===== src/rtl/nibbler_pkg.sv =====
// Shared types and constants for the Nibbler pushbutton port.
// Nibble width, nibble type and the all-released button pattern.
package nibbler_pkg;

  localparam int NIB_W = 4;

  typedef logic [NIB_W-1:0] nibble_t;

  localparam nibble_t BTN_RELEASED = 4'b1111;

endpackage


===== src/rtl/nibbler_btn_debounce.sv =====
// One-bit synchronizer and debouncer for an active-low pushbutton.
// level is active-high; level_nxt is its next value, from flop state only.
module nibbler_btn_debounce
  import nibbler_pkg::*;
#(
  parameter int DEBOUNCE_CYCLES = 4
) (
  input  logic clk_in,
  input  logic notReset,
  input  logic btn_raw,
  output logic level,
  output logic level_nxt
);

  localparam logic [7:0] LIMIT = 8'(DEBOUNCE_CYCLES - 1);

  logic       sync1;
  logic       sync2;
  logic [7:0] cnt;
  logic [7:0] cnt_nxt;
  logic       differ;

  // raw is active-low, level active-high: equal bits mean disagreement
  assign differ = (sync2 == level);

  always_comb begin
    level_nxt = level;
    cnt_nxt   = cnt;
    if (!differ) begin
      cnt_nxt = 8'd0;
    end else if (cnt >= LIMIT) begin
      level_nxt = ~level;
      cnt_nxt   = 8'd0;
    end else if (cnt != 8'hff) begin
      cnt_nxt = cnt + 8'd1;
    end
  end

  always_ff @(posedge clk_in) begin
    if (!notReset) begin
      sync1 <= 1'b1;
      sync2 <= 1'b1;
      cnt   <= 8'd0;
      level <= 1'b0;
    end else begin
      sync1 <= btn_raw;
      sync2 <= sync1;
      cnt   <= cnt_nxt;
      level <= level_nxt;
    end
  end

endmodule


===== src/rtl/nibbler_button_port.sv =====
// Nibbler CPU pushbutton port: per-bit debounce plus registered outputs.
// Define NIBBLER_BTN_STICKY_EN to latch presses until the CPU reads them.
module nibbler_button_port
  import nibbler_pkg::*;
#(
  parameter int DEBOUNCE_CYCLES = 4
) (
  input  logic       clk_in,
  input  logic       notReset,
  input  logic [3:0] btn_raw,
  input  logic       rd_strobe,
  output logic [3:0] pushbuttons,
  output logic       press_pending,
  output logic [3:0] btn_level
);

  nibble_t level_w;
  nibble_t level_nxt;
  nibble_t pb_d;
  logic    pend_d;

  for (genvar i = 0; i < NIB_W; i++) begin : g_bit
    nibbler_btn_debounce #(
      .DEBOUNCE_CYCLES(DEBOUNCE_CYCLES)
    ) u_db (
      .clk_in    (clk_in),
      .notReset  (notReset),
      .btn_raw   (btn_raw[i]),
      .level     (level_w[i]),
      .level_nxt (level_nxt[i])
    );
  end

  assign btn_level = level_w;

`ifdef NIBBLER_BTN_STICKY_EN
  nibble_t latch_q;
  nibble_t latch_d;
  nibble_t press;

  // set beats clear when a press lands on a read cycle
  assign press   = level_nxt & ~level_w;
  assign latch_d = (latch_q & ~{NIB_W{rd_strobe}}) | press;
  assign pb_d    = ~(latch_d | level_nxt);
  assign pend_d  = |latch_d;

  always_ff @(posedge clk_in) begin
    if (!notReset) latch_q <= '0;
    else           latch_q <= latch_d;
  end
`else
  logic unused_rd;

  assign unused_rd = rd_strobe;
  assign pb_d      = ~level_nxt;
  assign pend_d    = 1'b0;
`endif

  always_ff @(posedge clk_in) begin
    if (!notReset) begin
      pushbuttons   <= BTN_RELEASED;
      press_pending <= 1'b0;
    end else begin
      pushbuttons   <= pb_d;
      press_pending <= pend_d;
    end
  end

endmodule

===== config.mk =====
export PLATFORM = sky130hd
export DESIGN_NAME = nibbler_button_port
export DESIGN_NICKNAME = d
export VERILOG_FILES = /design/src/rtl/nibbler_pkg.sv /design/src/rtl/nibbler_btn_debounce.sv /design/src/rtl/nibbler_button_port.sv
export SDC_FILE = /design/constraint.sdc
export NUM_CORES = 1
export LEC_CHECK = 0
export ABC_AREA = 1
export ABC_CLOCK_PERIOD_IN_PS = 2100
export CORE_MARGIN = 2
export CORE_UTILIZATION = 30
export DETAILED_ROUTE_END_ITERATION = 6
export PLACE_DENSITY = 0.53
export SKIP_CTS_REPAIR_TIMING = 1
export SLEW_MARGIN = 20
export SYNTH_ARGS = -nofsm -noshare
export SYNTH_HDL_FRONTEND = slang
export SYNTH_HIERARCHICAL = 1
export SYNTH_SLANG_ARGS = --single-unit

===== constraint.sdc =====
create_clock -name clk_in -period 2.1 [get_ports clk_in]
set_input_delay 0.42 -clock clk_in [delete_from_list [all_inputs] [get_ports clk_in]]
set_output_delay 0.42 -clock clk_in [all_outputs]
set_load 0.05 [all_outputs]

==> impl_metrics.prom, run 1 <==
# TYPE chip_impl_metric gauge
chip_impl_metric{name="worst_hold_path.num_cells",unit=""} 1
chip_impl_metric{name="drtAntennaViolNets",unit=""} 0
chip_impl_metric{name="crit_fanout",unit=""} 3
chip_impl_metric{name="syn_avg_cell_area",unit="sq um"} 8.81
chip_impl_metric{name="yosys.cell_types.count",unit=""} 12
chip_impl_metric{name="yosys_warnings",unit=""} 6
chip_impl_metric{name="initial_drc_count",unit=""} 48
chip_impl_info{name="outcome",value="finished clean"} 1
chip_impl_info{name="crit_chain",value="clkdlybuf4s50_1"} 1
chip_impl_metric{name="placed_cell_area",unit="sq mm"} 0.00182
chip_impl_metric{name="synth_area",unit="sq mm"} 0.00153
chip_impl_metric{name="slew-limit-headroom",unit="%"} 66.4
chip_impl_metric{name="final_min_period_over_clock_period",unit="%"} 90.7
chip_impl_metric{name="die_y",unit="um"} 75.5
chip_impl_metric{name="synthCells",unit=""} 174
chip_impl_metric{name="clkLatencyLatePin",unit="ps"} 290
chip_impl_metric{name="slew_viol_final",unit=""} 0
chip_impl_info{name="root_buffer",value="sky130_fd_sc_hd__clkbuf_8"} 1
chip_impl_metric{name="pre_cts_slack",unit="ps"} 413
chip_impl_metric{name="power.total",unit="uW"} 1540
chip_impl_info{name="hold_start",value="g_bit[0].u_db/sync1"} 1
chip_impl_metric{name="synth_sequential_area_ratio",unit="%"} 62.7
chip_impl_metric{name="worst_ir_drop_vdd",unit="mV"} 0.286
chip_impl_metric{name="dpl.cell_count",unit=""} 276
chip_impl_metric{name="final_layout_size_suffix_gt1_share",unit="%"} 8.45
chip_impl_metric{name="fillerInstances",unit=""} 540
chip_impl_metric{name="globalRouteTotalUtil",unit="%"} 8.98
chip_impl_metric{name="placed_wire_length_estimate",unit="um"} 1540
chip_impl_info{name="layout.cells.most_common_list",value="sky130_fd_sc_hd__dfxtp_1, sky130_fd_sc_hd__nand2_1, sky130_fd_sc_hd__conb_1"} 1
chip_impl_metric{name="synth.top_cell.area_share",unit="%"} 62.7
chip_impl_metric{name="worstMarginPinSlew",unit="ps"} 503
chip_impl_metric{name="antenna_cells",unit=""} 0
chip_impl_metric{name="antenna_found_initial",unit=""} 0
chip_impl_info{name="worstSetupStartpointType",value="register"} 1
chip_impl_metric{name="final_non_filler_cell_total",unit=""} 283
chip_impl_metric{name="clk_path_buf_depth",unit=""} 2
chip_impl_metric{name="largest_net_degree_at_the_start_of_global_routing",unit=""} 14
chip_impl_info{name="worst_setup_path_startpoint",value="g_bit[1].u_db/level"} 1
chip_impl_metric{name="finish.net_count",unit=""} 224
chip_impl_metric{name="drt-wirelength-per-cell",unit="um"} 7.12
chip_impl_info{name="synth.area.top_cells",value="sky130_fd_sc_hd__dfxtp_1, sky130_fd_sc_hd__nand2_1, sky130_fd_sc_hd__inv_1, sky130_fd_sc_hd__nor2_1, sky130_fd_sc_hd__a21oi_1"} 1
chip_impl_metric{name="via_per_inst",unit=""} 3.57
chip_impl_metric{name="cts_buffers",unit=""} 5
chip_impl_metric{name="ff2ff_path_depth",unit=""} 7
chip_impl_metric{name="powerDensity",unit="mW/mm^2"} 812
chip_impl_metric{name="placement.io_buffers",unit=""} 13
chip_impl_metric{name="core.rowCount",unit=""} 26
chip_impl_info{name="cts_tree",value="yes"} 1
chip_impl_metric{name="hold_viol",unit=""} 0
chip_impl_metric{name="wire_length_of_the_first_global_routing_pass",unit="um"} 3750
chip_impl_metric{name="cts.sinks",unit=""} 48
chip_impl_info{name="grt_setup_unrepaired",value="no"} 1
chip_impl_metric{name="ios",unit=""} 16
chip_impl_metric{name="worst_ep_arrival_time",unit="ps"} 1480
chip_impl_info{name="timing.hold.worst.class",value="register to register"} 1
chip_impl_metric{name="grt.overflow.total",unit=""} 0
chip_impl_metric{name="detail_route.drc_violations",unit=""} 0
chip_impl_info{name="crit-reg2reg-launch",value="g_bit[1].u_db/cnt[0]"} 1
chip_impl_metric{name="global_placer_s_final_weighted_congestion",unit=""} 0.719
chip_impl_metric{name="setup-violations-final",unit=""} 0
chip_impl_metric{name="chipWidth",unit="um"} 75.5
chip_impl_metric{name="postLayoutCellArea",unit="sq mm"} 0.00190
chip_impl_metric{name="htree_depth",unit=""} 2
chip_impl_metric{name="p_leak",unit="uW"} 0.000831
chip_impl_metric{name="layout_setup_ws",unit="ps"} 196
chip_impl_info{name="final_common_cell",value="sky130_fd_sc_hd__dfxtp_1"} 1
chip_impl_metric{name="timing.setup.tns",unit="ps"} 0
chip_impl_info{name="worst_path_dominant_cell_family",value="buffers and inverters"} 1
chip_impl_metric{name="worst-path-buf-inv",unit=""} 1
chip_impl_info{name="critical_path_class",value="register to primary output"} 1
chip_impl_metric{name="cp.depth",unit=""} 1
chip_impl_metric{name="worst_path_largest_cell_delay",unit="ps"} 820
chip_impl_metric{name="yosys_register_bits",unit=""} 48
chip_impl_info{name="synth_top_cell_by_area",value="sky130_fd_sc_hd__dfxtp_1"} 1
chip_impl_metric{name="routed_wl",unit="um"} 2010
chip_impl_metric{name="detailedRoute.firstPassIterationCount",unit=""} 4
chip_impl_metric{name="crit_required",unit="ps"} 1680
chip_impl_info{name="cell_with_the_largest_stage_delay_on_the_worst_path",value="sky130_fd_sc_hd__clkdlybuf4s50_1"} 1
chip_impl_metric{name="clock.fmax",unit="MHz"} 525
chip_impl_metric{name="core_region_area",unit="sq mm"} 0.00501
chip_impl_metric{name="clock-skew-final",unit="ps"} 2.12
chip_impl_metric{name="vias_in_the_first_global_route",unit=""} 910
chip_impl_metric{name="timing.final.crit_period",unit="ps"} 1900
chip_impl_metric{name="syn2layout_area_growth",unit="%"} 23.7
chip_impl_metric{name="clkSlewWorstSetupHoldPaths",unit="ps"} 80
chip_impl_metric{name="timing.max_cap.violations",unit=""} 0
chip_impl_metric{name="number_of_vias_in_the_routed_layout",unit=""} 1011
chip_impl_metric{name="starting_density_of_the_core",unit="%"} 30.6
chip_impl_metric{name="fp.dieArea",unit="sq mm"} 0.00570
chip_impl_info{name="crit_path_end_kind",value="primary output"} 1
==> layer usage <==
| layer | routed length (um) | GRT usage, % | part of all wire [%] | vias up |
|---|---|---|---|---|
| met5 | 0 | 0 | 0 | - |
| met4 | 60 | 5.26 | 3.0 | 0 |
| met3 | 120 | 4.10 | 6.0 | 6 |
| met2 | 840 | 13.0 | 42 | 16 |
| met1 | 993 | 10.9 | 49 | 415 |
| li1 | - | - | - | 574 |
==> cells by family (layout without fill, tap and decap cells) <==
logic type | after synthesis | after routing | synth area share (%)
flip-flops | 48 | 48 | 62.7
buffers and inverters | 25 | 44 | 6.37
other | 5 | 25 | 1.22
adder cells (fa/ha/maj) | 4 | 4 | 3.27
AO/OA/AOI/OAI | 16 | 16 | 5.22
AND/OR/NAND/NOR | 76 | 76 | 21.2
==> flip-flops by register name, indices dropped and copies added, names as in the netlist <==
register,cells
g_bit.u_db/cnt,32
g_bit.u_db/level,4
g_bit.u_db/sync1,4
g_bit.u_db/sync2,4
pushbuttons,4
==> report_power, final <==
group	internal, uW	switching (uW)	leakage, uW
logic	31.7	50.8	0.000391
clock network	226	268	0.0000410
registers	947	16.2	0.000399
total	1200	335	0.000831
==> per-stage QoR <==
stage	hold slack, ps	utilization, %
5_1_grt	433	37.8
3_3_place_gp	394	36.3
6_report	416	37.8
3_5_place_dp	400	36.3
4_1_cts	419	37.8
2_1_floorplan	393	-
==> layout make-up <==
type                    count  area, sq um  share of cell area (%)
clock inverters             1         5.00                   0.264
well taps                  70         87.6                    4.62
clock buffers               6         72.6                    3.83
inverters                  24         90.1                    4.75
repair buffers             13          130                    6.86
multi-input cells         121          549                    29.0
flip-flops and latches     48          961                    50.7
==> final timing paths <==
kind | to | slack [ps]
max | btn_level[1] | 200
min | g_bit[0].u_db/sync2 | 420
max reg2reg | pushbuttons[1] | 1000
min reg2reg | g_bit[0].u_db/sync2 | 420
==> cells in the mapped netlist (all sizes together) <==
| cell type | instances |
|---|---|
| a21oi | 12 |
| buf | 1 |
| conb | 5 |
| dfxtp | 48 |
| ha | 4 |
| inv | 24 |
| nand2 | 36 |
| nand3 | 8 |
| nor2 | 24 |
| o21ai | 4 |
| or2 | 8 |
(Power assumes the default switching activity.)
==> run 2, diff against run 1 <==
--- a/config.mk
+++ b/config.mk
@@ -11,6 +11,7 @@
 export CORE_UTILIZATION = 30
 export DETAILED_ROUTE_END_ITERATION = 6
 export PLACE_DENSITY = 0.53
+export REMOVE_ABC_BUFFERS = 1
 export SKIP_CTS_REPAIR_TIMING = 1
 export SLEW_MARGIN = 20
 export SYNTH_ARGS = -nofsm -noshare
==> run 2 against run 1 <==
Effect of this change: sequential power is essentially flat; non-clock buffer count unchanged; global-route usage is essentially flat; critical path depth stayed put; sequential share of layout area is 0.40 points lower; clock power is 11% higher; via count is 0.89% lower; critical path type unchanged; largest cell class unchanged.
==> impl_metrics.prom, run 2 (same netlist as run 1, synthesis figures left out) <==
# TYPE chip_impl_metric gauge
chip_impl_info{name="cell_with_the_largest_stage_delay_on_the_worst_path",value="sky130_fd_sc_hd__clkdlybuf4s50_1"} 1
chip_impl_info{name="cts_tree",value="yes"} 1
chip_impl_info{name="critical_path_class",value="register to primary output"} 1
chip_impl_info{name="top_register",value="g_bit.u_db/cnt"} 1
chip_impl_metric{name="clock-skew-final",unit="ps"} 3.88
chip_impl_metric{name="crit_required",unit="ps"} 1680
chip_impl_info{name="layout.cells.most_common_list",value="sky130_fd_sc_hd__dfxtp_1, sky130_fd_sc_hd__nand2_1, sky130_fd_sc_hd__conb_1"} 1
chip_impl_metric{name="pre_cts_slack",unit="ps"} 413
chip_impl_metric{name="initial_drc_count",unit=""} 39
chip_impl_metric{name="power.switching",unit="uW"} 353
chip_impl_metric{name="worst_ep_arrival_time",unit="ps"} 1480
chip_impl_metric{name="grt.overflow.total",unit=""} 0
chip_impl_metric{name="fp.dieArea",unit="sq mm"} 0.00570
chip_impl_info{name="outcome",value="finished clean"} 1
chip_impl_metric{name="timing.final.crit_period",unit="ps"} 1900
chip_impl_metric{name="drt-wirelength-per-cell",unit="um"} 7.16
chip_impl_info{name="worst_path_dominant_cell_family",value="buffers and inverters"} 1
chip_impl_metric{name="worstMarginPinSlew",unit="ps"} 499
chip_impl_metric{name="crit_fanout",unit=""} 3
chip_impl_metric{name="p_leak",unit="uW"} 0.000841
chip_impl_info{name="crit_path_end_kind",value="primary output"} 1
chip_impl_metric{name="worst_hold_path.num_cells",unit=""} 1
chip_impl_metric{name="routed_wl",unit="um"} 2030
chip_impl_metric{name="worst-path-buf-inv",unit=""} 1
chip_impl_metric{name="detail_route.drc_violations",unit=""} 0
chip_impl_metric{name="detailedRoute.firstPassIterationCount",unit=""} 4
chip_impl_metric{name="clkLatencyLatePin",unit="ps"} 290
chip_impl_metric{name="ff2ff_path_depth",unit=""} 7
chip_impl_metric{name="globalRouteTotalUtil",unit="%"} 9.03
chip_impl_metric{name="timing.setup.tns",unit="ps"} 0
chip_impl_metric{name="final_min_period_over_clock_period",unit="%"} 90.7
chip_impl_metric{name="chipWidth",unit="um"} 75.5
chip_impl_info{name="crit_chain",value="clkdlybuf4s50_1"} 1
chip_impl_metric{name="number_of_vias_in_the_routed_layout",unit=""} 1002
chip_impl_metric{name="wire_length_of_the_first_global_routing_pass",unit="um"} 3720
chip_impl_metric{name="internal_power",unit="uW"} 1240
chip_impl_metric{name="layout_setup_ws",unit="ps"} 195
chip_impl_metric{name="cts.sinks",unit=""} 48
chip_impl_metric{name="via_per_inst",unit=""} 3.53
chip_impl_metric{name="placement.io_buffers",unit=""} 13
chip_impl_info{name="crit-reg2reg-launch",value="g_bit[1].u_db/cnt[0]"} 1
chip_impl_metric{name="core.rowCount",unit=""} 26
chip_impl_metric{name="setup-violations-final",unit=""} 0
chip_impl_metric{name="slew-limit-headroom",unit="%"} 66.7
chip_impl_metric{name="syn2layout_area_growth",unit="%"} 24.7
chip_impl_metric{name="largest_net_degree_at_the_start_of_global_routing",unit=""} 15
chip_impl_info{name="hold-path-endpoint",value="g_bit[0].u_db/sync2"} 1
chip_impl_metric{name="starting_density_of_the_core",unit="%"} 30.6
chip_impl_info{name="worstSetupStartpointType",value="register"} 1
chip_impl_metric{name="die_y",unit="um"} 75.5
chip_impl_metric{name="global_placer_s_final_weighted_congestion",unit=""} 0.747
chip_impl_metric{name="hold_viol",unit=""} 0
chip_impl_metric{name="fillerInstances",unit=""} 552
chip_impl_metric{name="final_layout_size_suffix_gt1_share",unit="%"} 9.35
chip_impl_metric{name="cts_buffers",unit=""} 5
chip_impl_metric{name="antenna_found_initial",unit=""} 0
chip_impl_metric{name="ios",unit=""} 16
chip_impl_info{name="root_buffer",value="sky130_fd_sc_hd__clkbuf_8"} 1
chip_impl_info{name="hold_start",value="g_bit[0].u_db/sync1"} 1
chip_impl_metric{name="clk_path_buf_depth",unit=""} 2
chip_impl_metric{name="vias_in_the_first_global_route",unit=""} 949
chip_impl_metric{name="reg2reg_slack",unit="ps"} 1000
chip_impl_metric{name="timing.max_cap.violations",unit=""} 0
chip_impl_metric{name="power_switching_share",unit="%"} 22.1
chip_impl_metric{name="powerDensity",unit="mW/mm^2"} 834
chip_impl_metric{name="antenna_cells",unit=""} 0
chip_impl_metric{name="worst_ir_drop_vdd",unit="mV"} 0.348
chip_impl_info{name="grt_setup_unrepaired",value="no"} 1
chip_impl_metric{name="htree_depth",unit=""} 2
chip_impl_metric{name="placed_wire_length_estimate",unit="um"} 1530
chip_impl_metric{name="clock.fmax",unit="MHz"} 525
chip_impl_metric{name="clkSlewWorstSetupHoldPaths",unit="ps"} 80
chip_impl_metric{name="slew_viol_final",unit=""} 0
chip_impl_info{name="rr_endpoint",value="pushbuttons[1]"} 1
chip_impl_metric{name="p_comb_share",unit="%"} 5.2
chip_impl_metric{name="finish.net_count",unit=""} 224
chip_impl_info{name="final_common_cell",value="sky130_fd_sc_hd__dfxtp_1"} 1
chip_impl_info{name="timing.hold.worst.class",value="register to register"} 1
chip_impl_metric{name="clock_power_share",unit="%"} 34.4
chip_impl_metric{name="largest_reg_flops",unit=""} 32
chip_impl_metric{name="core_region_area",unit="sq mm"} 0.00501
chip_impl_metric{name="worst_path_largest_cell_delay",unit="ps"} 820
chip_impl_metric{name="share_seq_of_total_power",unit="%"} 60.4
chip_impl_metric{name="drtAntennaViolNets",unit=""} 0
-- run 2: final cells by class --
| class | count | area (sq um) | share of cell area, % |
|---|---|---|---|
| clock buffers | 6 | 82.6 | 4.32 |
| inverters | 24 | 90.1 | 4.72 |
| multi-input cells | 121 | 549 | 28.7 |
| repair buffers | 13 | 130 | 6.81 |
| flip-flops and latches | 48 | 961 | 50.3 |
| well taps | 70 | 87.6 | 4.58 |
| clock inverters | 2 | 10.0 | 0.524 |
-- run 2: worst max path at each step --
| stage | from | end | slack, ps | cells past startpoint |
|---|---|---|---|---|
| finish | g_bit[1].u_db/level | btn_level[1] | 200 | 1 |
| global route | g_bit[1].u_db/level | btn_level[1] | 140 | 1 |
| CTS | g_bit[1].u_db/level | btn_level[1] | 170 | 1 |
| detailed placement | notReset | g_bit[3].u_db/cnt[0] | 410 | 5 |
| global placement | notReset | g_bit[3].u_db/sync2 | 460 | 3 |
| floorplan | g_bit[0].u_db/level | g_bit[0].u_db/cnt[0] | 1010 | 4 |
-- run 2: power groups by stage --
stage	combinational [uW]	clock, uW	sequential, uW
after CTS	82.7	575	964
after detailed placement	82.7	0	985
after global routing	94.4	618	969
after global placement	81.9	0	985
after floorplan	39.5	0	999
final	82.6	548	963
-- run 2: metrics by stage --
step           instances  total power [uW]  area, sq um  hold slack (ps)  util, %
6_report             284              1590         1910              415     38.1
5_1_grt              284              1680         1910              434     38.1
4_1_cts              284              1620         1910              417     38.1
3_5_place_dp         276              1070         1820              397     36.3
3_3_place_gp         276              1070         1820              394     36.3
2_1_floorplan        193              1040         1600              393        -
-- run 2: per-layer routing --
layer,vias to the layer above,track usage (%),wire length [um]
met3,6,4.37,102
met1,408,9.66,1030
met4,0,6.43,62
met5,-,0,0
li1,573,-,-
met2,15,13.9,844
==> run 3, diff against run 2 <==
--- a/config.mk
+++ b/config.mk
@@ -10,7 +10,6 @@
 export CORE_MARGIN = 2
 export CORE_UTILIZATION = 30
 export DETAILED_ROUTE_END_ITERATION = 6
-export PLACE_DENSITY = 0.53
 export REMOVE_ABC_BUFFERS = 1
 export SKIP_CTS_REPAIR_TIMING = 1
 export SLEW_MARGIN = 20
==> run 3 against run 2 <==
Effect of this change: count of clock-buffer cells in the layout is the same; core utilization grew 0.10 points; sequential share of layout area shrank 0.13 points; combinational power is essentially flat; first-iteration DRC count grew 15%; via count grew 2.6%; critical path type unchanged; critical endpoint is now btn_level[2]; largest power group unchanged.
==> impl_metrics.prom, run 3 (same netlist as run 1, synthesis figures left out) <==
# TYPE chip_impl_metric gauge
chip_impl_info{name="outcome",value="finished clean"} 1
chip_impl_info{name="worstSetupStartpointType",value="register"} 1
chip_impl_info{name="final_common_cell",value="sky130_fd_sc_hd__dfxtp_1"} 1
chip_impl_metric{name="final_non_filler_cell_total",unit=""} 284
chip_impl_metric{name="chipWidth",unit="um"} 75.5
chip_impl_metric{name="antenna_found_initial",unit=""} 0
chip_impl_info{name="worst_path_dominant_cell_family",value="buffers and inverters"} 1
chip_impl_metric{name="hold_viol",unit=""} 0
chip_impl_metric{name="htree_depth",unit=""} 2
chip_impl_metric{name="fp.dieArea",unit="sq mm"} 0.00570
chip_impl_metric{name="core.rowCount",unit=""} 26
chip_impl_metric{name="crit_required",unit="ps"} 1680
chip_impl_metric{name="number_of_vias_in_the_routed_layout",unit=""} 1028
chip_impl_metric{name="clock-skew-final",unit="ps"} 7.10
chip_impl_metric{name="drtAntennaViolNets",unit=""} 0
chip_impl_metric{name="final_layout_size_suffix_gt1_share",unit="%"} 9.35
chip_impl_metric{name="worst_hold_path.num_cells",unit=""} 1
chip_impl_metric{name="timing.setup.tns",unit="ps"} 0
chip_impl_metric{name="worst-path-buf-inv",unit=""} 1
chip_impl_metric{name="detail_route.drc_violations",unit=""} 0
chip_impl_metric{name="dpl.cell_count",unit=""} 276
chip_impl_info{name="hold-path-endpoint",value="g_bit[0].u_db/sync2"} 1
chip_impl_info{name="layout.cells.most_common_list",value="sky130_fd_sc_hd__dfxtp_1, sky130_fd_sc_hd__nand2_1, sky130_fd_sc_hd__conb_1"} 1
chip_impl_info{name="hold_start",value="g_bit[0].u_db/sync1"} 1
chip_impl_metric{name="clkLatencyLatePin",unit="ps"} 300
chip_impl_metric{name="starting_density_of_the_core",unit="%"} 30.6
chip_impl_metric{name="placed_cell_area",unit="sq mm"} 0.00182
chip_impl_metric{name="die_y",unit="um"} 75.5
chip_impl_metric{name="placed_wire_length_estimate",unit="um"} 1510
chip_impl_info{name="cts_tree",value="yes"} 1
chip_impl_metric{name="largest_net_degree_at_the_start_of_global_routing",unit=""} 16
chip_impl_info{name="cell_with_the_largest_stage_delay_on_the_worst_path",value="sky130_fd_sc_hd__clkdlybuf4s50_1"} 1
chip_impl_metric{name="routed_wl",unit="um"} 2050
chip_impl_metric{name="area_occupied_by_multi_input_gates",unit="sq um"} 549
chip_impl_metric{name="ff2ff_path_depth",unit=""} 7
chip_impl_metric{name="via_per_inst",unit=""} 3.62
chip_impl_info{name="critical_path_class",value="register to primary output"} 1
chip_impl_metric{name="global_placer_s_final_weighted_congestion",unit=""} 0.689
chip_impl_metric{name="finished_core_util",unit="%"} 38.2
chip_impl_metric{name="syn2layout_area_growth",unit="%"} 25.0
chip_impl_metric{name="antenna_cells",unit=""} 0
chip_impl_metric{name="cts.sinks",unit=""} 48
chip_impl_metric{name="finish.net_count",unit=""} 224
chip_impl_info{name="crit_path_end_kind",value="primary output"} 1
chip_impl_metric{name="slew_viol_final",unit=""} 0
chip_impl_info{name="top_register",value="g_bit.u_db/cnt"} 1
chip_impl_metric{name="crit_fanout",unit=""} 3
chip_impl_metric{name="globalRouteTotalUtil",unit="%"} 8.78
chip_impl_metric{name="powerDensity",unit="mW/mm^2"} 840
chip_impl_metric{name="detailedRoute.firstPassIterationCount",unit=""} 4
chip_impl_metric{name="reg2reg_slack",unit="ps"} 990
chip_impl_info{name="crit_chain",value="clkdlybuf4s50_1"} 1
chip_impl_metric{name="timing.max_cap.violations",unit=""} 0
chip_impl_metric{name="clk_path_buf_depth",unit=""} 2
chip_impl_metric{name="ios",unit=""} 16
chip_impl_metric{name="worst_path_largest_cell_delay",unit="ps"} 810
chip_impl_metric{name="layout_setup_ws",unit="ps"} 216
chip_impl_info{name="crit-reg2reg-launch",value="g_bit[2].u_db/cnt[0]"} 1
chip_impl_metric{name="clock.fmax",unit="MHz"} 531
chip_impl_metric{name="initial_drc_count",unit=""} 45
chip_impl_metric{name="clkSlewWorstSetupHoldPaths",unit="ps"} 90
chip_impl_metric{name="core_region_area",unit="sq mm"} 0.00501
chip_impl_metric{name="drt-wirelength-per-cell",unit="um"} 7.22
chip_impl_metric{name="pre_cts_slack",unit="ps"} 389
chip_impl_metric{name="p_leak",unit="uW"} 0.000833
chip_impl_metric{name="register_area",unit="sq um"} 961
chip_impl_info{name="timing.hold.worst.class",value="register to register"} 1
chip_impl_info{name="rr_endpoint",value="pushbuttons[2]"} 1
chip_impl_metric{name="timing.final.crit_period",unit="ps"} 1880
chip_impl_metric{name="worst_ep_arrival_time",unit="ps"} 1460
chip_impl_metric{name="largest_reg_flops",unit=""} 32
chip_impl_metric{name="fillerInstances",unit=""} 537
chip_impl_info{name="root_buffer",value="sky130_fd_sc_hd__clkbuf_8"} 1
chip_impl_info{name="grt_setup_unrepaired",value="no"} 1
chip_impl_metric{name="postLayoutCellArea",unit="sq mm"} 0.00192
chip_impl_metric{name="final_min_period_over_clock_period",unit="%"} 89.7
chip_impl_metric{name="cts_buffers",unit=""} 5
chip_impl_metric{name="setup-violations-final",unit=""} 0
chip_impl_metric{name="vias_in_the_first_global_route",unit=""} 879
chip_impl_metric{name="wire_length_of_the_first_global_routing_pass",unit="um"} 3530
chip_impl_metric{name="grt.overflow.total",unit=""} 0
chip_impl_metric{name="worst_ir_drop_vdd",unit="mV"} 0.375
chip_impl_metric{name="placement.io_buffers",unit=""} 13
==> run 3: cell types whose count changed in the layout (fill, tap and decap cells not counted), sizes merged <==
cell	change
clkinv	-2
clkinvlp	+2
==> run 3: where the power goes <==
part / total, uW / switching, uW / leakage (uW) / internal [uW]
sequential: 963 / 16.5 / 0.000399 / 947
clock: 564 / 297 / 0.0000434 / 266
combinational: 82.5 / 50.8 / 0.000391 / 31.7
==> run 3: metal layers <==
layer  part of all wire (%)  vias up  GRT usage (%)
li1                       -      576              -
met2                     43       18           12.6
met4                    2.9        0           5.85
met3                    6.5        6           5.16
met1                     48      428           9.84
met5                      0        -              0
==> run 3: worst max-delay path by stage <==
stage / start / end / slack (ps) / cells past startpoint
floorplan: g_bit[0].u_db/level / g_bit[0].u_db/cnt[0] / 1010 / 4
global placement: notReset / g_bit[0].u_db/sync1 / 400 / 3
detailed placement: notReset / g_bit[0].u_db/cnt[0] / 390 / 5
CTS: g_bit[2].u_db/level / btn_level[2] / 190 / 1
global route: g_bit[2].u_db/level / btn_level[2] / 140 / 1
finish: g_bit[2].u_db/level / btn_level[2] / 220 / 1
==> run 3: per-stage QoR <==
stage | total power (uW) | hold slack, ps
6_report | 1610 | 416
5_1_grt | 1690 | 435
4_1_cts | 1640 | 420
3_5_place_dp | 1070 | 400
3_3_place_gp | 1070 | 393
2_1_floorplan | 1040 | 393
==> run 3: final cells by class <==
| class | count | share of cell area (%) |
|---|---|---|
| well taps | 70 | 4.57 |
| clock buffers | 6 | 4.31 |
| flip-flops and latches | 48 | 50.2 |
| multi-input cells | 121 | 28.7 |
| inverters | 24 | 4.70 |
| clock inverters | 2 | 0.784 |
| repair buffers | 13 | 6.79 |
